## config.mk

```make
export PLATFORM = sky130hd
export DESIGN_NAME = clock_lock_monitor
export DESIGN_NICKNAME = d
export VERILOG_FILES = /design/src/rtl/clock_lock_monitor.sv
export SDC_FILE = /design/constraint.sdc
export NUM_CORES = 1
export LEC_CHECK = 0
export CAP_MARGIN = 20
export CORE_ASPECT_RATIO = 0.9
export CORE_MARGIN = 1
export CORE_UTILIZATION = 53
export DETAILED_ROUTE_END_ITERATION = 8
export GPL_ROUTABILITY_DRIVEN = 0
export PLACE_DENSITY = 0.76
export SLEW_MARGIN = 20
export SYNTH_ARGS = -nofsm -noshare
export SYNTH_HDL_FRONTEND = slang
export SYNTH_SLANG_ARGS = --single-unit
export TNS_END_PERCENT = 100
```

## constraint.sdc

```tcl
create_clock -name input_clk -period 3.55 [get_ports input_clk]
set_input_delay 0.8875 -clock input_clk [delete_from_list [all_inputs] [get_ports input_clk]]
set_output_delay 0.8875 -clock input_clk [all_outputs]
set_load 0.05 [all_outputs]
```

## src/rtl/clock_lock_monitor.sv

```systemverilog
// clock_lock_monitor
//
// Supervises the clock_manager outputs from the input_clk domain. The system
// reset is held until all three DCM lock flags have been high and stable, and
// the derived clock has been measured within tolerance over a full window.
// An out-of-range measurement triggers a DCM reset pulse. Repeated failures
// latch a sticky fault.
//
// Ports
//   input_clk          : single clock
//   reset              : synchronous, active-high
//   dcm_locked_in[2:0] : async lock flags (bit0 main, bit1 two, bit2 sram)
//   monitored_clock    : async derived clock, sampled as data
//   system_reset       : active-high reset to the rest of the design
//   clock_ok           : high only while running
//   dcm_reset_request  : active-high DCM reset pulse
//   fault              : sticky fatal fault
//   edge_count[15:0]   : edge count from the last completed window
//   retry_count[3:0]   : recoveries since the last RUN entry
//
// state     | meaning
// ----------+---------------------------------------------------------------
// WAIT_LOCK | waiting for all three lock flags, stability counter held at 0
// STABILIZE | counting consecutive all-locked cycles
// MEASURE   | first measurement window, system still held in reset
// RUN       | clocks good, reset released, windows repeat back to back
// RECOVER   | DCM reset pulse in progress
// FAULT     | terminal until reset

module clock_lock_monitor #(
   parameter int STABLE_CYCLES      = 1024,
   parameter int WINDOW_CYCLES      = 1000,
   parameter int EXPECT_EDGES       = 50,
   parameter int TOLERANCE          = 2,
   parameter int RESET_PULSE_CYCLES = 10,
   parameter int MAX_RETRIES        = 3
) (
   input  logic        input_clk,
   input  logic        reset,
   input  logic [2:0]  dcm_locked_in,
   input  logic        monitored_clock,
   output logic        system_reset,
   output logic        clock_ok,
   output logic        dcm_reset_request,
   output logic        fault,
   output logic [15:0] edge_count,
   output logic [3:0]  retry_count
);

   localparam int STAB_W  = (STABLE_CYCLES > 1)      ? $clog2(STABLE_CYCLES)      : 1;
   localparam int WIN_W   = (WINDOW_CYCLES > 1)      ? $clog2(WINDOW_CYCLES)      : 1;
   localparam int PULSE_W = (RESET_PULSE_CYCLES > 1) ? $clog2(RESET_PULSE_CYCLES) : 1;

   typedef enum logic [2:0] {
      WAIT_LOCK = 3'd0,
      STABILIZE = 3'd1,
      MEASURE   = 3'd2,
      RUN       = 3'd3,
      RECOVER   = 3'd4,
      FAULT     = 3'd5
   } state_t;

   state_t             state;
   logic [2:0]         lock_s1;
   logic [2:0]         lock_s2;
   logic               mclk_s1;
   logic               mclk_s2;
   logic               mclk_s3;
   logic [STAB_W-1:0]  stab_cnt;
   logic [WIN_W-1:0]   win_timer;
   logic [PULSE_W-1:0] pulse_timer;
   logic [15:0]        edge_cnt;

   logic               all_locked;
   logic               edge_pulse;
   logic [15:0]        count_next;
   logic [31:0]        count_ext;
   logic               in_range;

   assign all_locked = &lock_s2;
   assign edge_pulse = mclk_s2 & ~mclk_s3;

   // Count including this cycle's edge so a window-final edge is not lost.
   // The lower bound is tested as count + TOLERANCE >= EXPECT, which clamps
   // the bound at zero without underflow.
   always_comb begin
      count_next = edge_cnt;
      if (edge_pulse && (edge_cnt != 16'hFFFF)) begin
         count_next = edge_cnt + 16'd1;
      end
      count_ext = {16'd0, count_next};
      in_range  = ((count_ext + 32'(TOLERANCE)) >= 32'(EXPECT_EDGES)) &&
                  (count_ext <= 32'(EXPECT_EDGES + TOLERANCE));
   end

   always_ff @(posedge input_clk) begin
      if (reset) begin
         state             <= WAIT_LOCK;
         lock_s1           <= 3'b000;
         lock_s2           <= 3'b000;
         mclk_s1           <= 1'b0;
         mclk_s2           <= 1'b0;
         mclk_s3           <= 1'b0;
         stab_cnt          <= '0;
         win_timer         <= '0;
         pulse_timer       <= '0;
         edge_cnt          <= 16'd0;
         system_reset      <= 1'b1;
         clock_ok          <= 1'b0;
         dcm_reset_request <= 1'b0;
         fault             <= 1'b0;
         edge_count        <= 16'd0;
         retry_count       <= 4'd0;
      end else begin
         lock_s1 <= dcm_locked_in;
         lock_s2 <= lock_s1;
         mclk_s1 <= monitored_clock;
         mclk_s2 <= mclk_s1;
         mclk_s3 <= mclk_s2;

         case (state)
            WAIT_LOCK: begin
               stab_cnt          <= '0;
               system_reset      <= 1'b1;
               clock_ok          <= 1'b0;
               dcm_reset_request <= 1'b0;
               if (all_locked) begin
                  state <= STABILIZE;
               end
            end

            STABILIZE: begin
               if (!all_locked) begin
                  state    <= WAIT_LOCK;
                  stab_cnt <= '0;
               end else if (stab_cnt == STAB_W'(STABLE_CYCLES - 1)) begin
                  state     <= MEASURE;
                  stab_cnt  <= '0;
                  win_timer <= WIN_W'(WINDOW_CYCLES - 1);
                  edge_cnt  <= 16'd0;
               end else begin
                  stab_cnt <= stab_cnt + STAB_W'(1);
               end
            end

            MEASURE, RUN: begin
               // Lock loss wins over everything, including a window end.
               if (!all_locked) begin
                  state        <= WAIT_LOCK;
                  system_reset <= 1'b1;
                  clock_ok     <= 1'b0;
               end else if (win_timer == '0) begin
                  edge_count <= count_next;
                  edge_cnt   <= 16'd0;
                  win_timer  <= WIN_W'(WINDOW_CYCLES - 1);
                  if (in_range) begin
                     state        <= RUN;
                     system_reset <= 1'b0;
                     clock_ok     <= 1'b1;
                     retry_count  <= 4'd0;
                  end else if (retry_count == 4'(MAX_RETRIES)) begin
                     state        <= FAULT;
                     fault        <= 1'b1;
                     system_reset <= 1'b1;
                     clock_ok     <= 1'b0;
                  end else begin
                     state             <= RECOVER;
                     system_reset      <= 1'b1;
                     clock_ok          <= 1'b0;
                     dcm_reset_request <= 1'b1;
                     pulse_timer       <= PULSE_W'(RESET_PULSE_CYCLES - 1);
                     if (retry_count != 4'hF) begin
                        retry_count <= retry_count + 4'd1;
                     end
                  end
               end else begin
                  win_timer <= win_timer - WIN_W'(1);
                  edge_cnt  <= count_next;
               end
            end

            RECOVER: begin
               if (pulse_timer == '0) begin
                  state             <= WAIT_LOCK;
                  dcm_reset_request <= 1'b0;
               end else begin
                  pulse_timer <= pulse_timer - PULSE_W'(1);
               end
            end

            FAULT: begin
               fault             <= 1'b1;
               system_reset      <= 1'b1;
               clock_ok          <= 1'b0;
               dcm_reset_request <= 1'b0;
            end

            default: begin
               state <= WAIT_LOCK;
            end
         endcase
      end
   end

endmodule
```

==> metrics.txt <==
XOR/XNOR share of the synthesized area under 10%; Residual DRC 0; Die Area around 8300 um2; Routed Antenna Nets 0; Min Clock Period, post-route between 3 and 4 ns; post-synthesis async set-or-reset flop share 0%; Synth Register Bits 76; largest net degree at the start of global routing 62; Synth area leaders dfxtp_1 36%, nor2_1 5.9%, a21oi_1 5.3%; area fraction of the dominant cell type after synthesis between 30% and 40%; GR Util met3 a little over 6%; Post-synth EDFFs 0; WP buf/inv 2; critical path startpoint category flop; post-synthesis compound-gate area fraction between 20 and 25%; crit path max fanout 10; PD cells approximately 340 nW/um2; crit-path cells and4_1 -> a41oi_4 -> mux2i_4 -> inv_1 -> ha_1 -> a21boi_2 -> a311o_1 -> a211oi_2 -> o221ai_2 -> o31ai_4 -> buf_12 -> nand3_4 -> a221oi_1; first-pass GRT wire length approximately 18 mm; max_cap viols 0; Vias/cell 6.21; worst hold path type reg2reg; Warnings, synthesis 0; share of cells above drive strength 1 between 10% and 20%; drt first pass iters 5; critical path's slowest cell dfxtp_1; Die X 96.0 um; commonest non-fill, non-tap cell in the layout dfxtp_1; largest area contributor in the netlist dfxtp_1; CP top delay family compound AO/OA/AOI/OAI gates; diodes inserted 0; CTS tree done; CP max stage delay around 0.37 ns; hold slack roughly 0.43 ns; top_reg_cell synth dfxtp_1; non-filler cells, final 674; Simple-Gate Fraction of Synth Area just under 30%; number of global-route vias before repair ~3700; Crit Path Category reg2reg; Final #Nets 586; highest-count cells in the layout ignoring fill and taps 75 x dfxtp_1, 66 x nor2_1, 47 x nand2_1; Max VDD drop roughly 220 uV; final hold violations 0; hold_buf cts 0; leakage power roughly 0.0018 uW; synthesized-area fraction occupied by adder cells under 10%; total wire length after detailed routing 10.9 mm; Worst EP required about 3.8 ns; All-Layer GR Usage about 27%; skew final roughly 0.013 ns; mux share of post-synthesis cell area 0.475%; DRT iter0 DRCs between 400 and 500; Placeable Area roughly 7600 um2; Clock Pin Slew Worst Setup and Hold Paths 0.08 ns; Syn-to-layout area delta 21.2%; WL per Instance 16.1 um; worst-margin pin slew between 0.6 and 0.7 ns; fmax about 290 MHz; antenna violations before repair 0; met1 GRT Util between 30% and 40%; input/output buffers 29; Max Root-Sink Buffers 2; GRT busiest layer met2; CTS Buf Count 9; run status completed; CTS Root Cell clkbuf_8; crit path DAT between 3 and 4 ns; worst rel slew slack 57.6%; crit path capture type flop; Inst Count DP 654; reg2reg setup slack about 0.13 ns; clk sinks 76; Tcrit/Tclk final a little over nine tenths; Mapped Cells 530; met2 Use GR a little over two fifths; Die Ht about 87 um; total power 1720 uW; Syn Area/Cell roughly 8.0 um2; initial core utilization a little under three fifths; Final HPWL DP about 7.8 mm; CTS H-Tree Depth 3; Seq/Total Area, Yosys 36.1%; io pins 30; Overflow after GRT 0; via count approximately 4200; Final Setup Violations 0; clk_lat worst skew roughly 0.35 ns; FP Rows 30; synthesized area between 4000 and 5000 um2; post-synthesis cell type count 76; largest family of logic cells by synthesized area simple AND/OR/NAND/NOR gates; Net Count, Synth between 500 and 600; Pins Over Slew Limit 0
state kept, by name, indices dropped and copies added, names as in the netlist:
register,cells
retry_count,4
lock_s1,3
mclk_s2,1
clock_ok,1
system_reset,1
edge_cnt,16
stab_cnt,10
lock_s2,3
win_timer,10
dcm_reset_request,1
state,3
mclk_s3,1
fault,1
edge_count,16
pulse_timer,4
mclk_s1,1
cell type report:
type,count,area [um2]
sequential,76,1520
multi-input combinational,401,2560
tap,96,120
clock buffer,11,141
timing repair buffer,65,584
inverter,20,75.1
fill,611,2510
clock inverter,5,108
path summary, 6_finish.rpt:
check / endpoint / start / cells past startpoint
max: dcm_reset_request$_SDFFE_PP0P_ / edge_cnt[13]$_SDFFE_PP0P_ / 13
min: mclk_s2$_SDFF_PP0_ / mclk_s1$_SDFF_PP0_ / 1
max reg2reg: dcm_reset_request$_SDFFE_PP0P_ / edge_cnt[13]$_SDFFE_PP0P_ / 13
min reg2reg: mclk_s2$_SDFF_PP0_ / mclk_s1$_SDFF_PP0_ / 1
cell families after synthesis:
family | count (synthesis)
DFF | 76
adders and majority gates | 7
xor gates and xnor gates | 23
muxes | 2
buffers and inverters | 53
and+or+nand+nor | 237
AOI/OAI and AO/OA | 132
power breakdown:
| group | total [uW] | switching [uW] | internal (uW) |
|---|---|---|---|
| Sequential | 862 | 4.39 | 857 |
| Clock | 815 | 325 | 490 |
| Combinational | 47.5 | 28.1 | 19.5 |
metal layers:
metal / routed length [um] / up-vias
li1: - / 2016
met1: 4830 / 1951
met2: 5020 / 189
met3: 803 / 28
met4: 220 / 0
met5: 0 / -
cell usage after synthesis (4+ instances only):
cell type   n
or3_1       6
a211oi_1   12
xor2_1      9
and3_1      8
nand4_1    10
dfxtp_1    76
nor3_1     26
xnor2_1    13
nand3_1    21
and2_1      5
and4_1      6
o21ai_0    19
ha_1        7
nor4_1      9
a21oi_1    45
clkbuf_1   20
inv_1      20
buf_2       7
nor2_1     66
nor2b_1    11
a311oi_1    5
a22oi_1     4
nand2_1    47
o21a_1      4
metrics by stage:
stage	setup TNS [ns]	utilization, %	setup slack [ns]	cell area (um2)
after detailed placement	0	62.5	0.0892	4760
final	0	67.0	0.134	5110
after global routing	-0.00650	67.0	-0.00650	5110
after floorplan	0	-	0.0107	4250
after global placement	0	62.5	0.201	4760
after CTS	0	65.8	0.0377	5010
worst reg2reg max path, delay by kind of cell (launching register included):
kind                     cells  cell delay (ns)
flip-flops                   1             0.37
multiplexers                 1             0.29
buffers and inverters        2             0.22
AO/OA/AOI/OAI                7             1.91
adder cells (fa/ha/maj)      1             0.19
AND/OR/NAND/NOR              2             0.35
timing repair:
item / CTS / global route
hold endpoints to repair: 0 / 0
setup buffers: 0 / 4
setup endpoints to repair: 0 / 15
gates resized for setup: 0 / 14
Power figures use the tool's default switching activity.
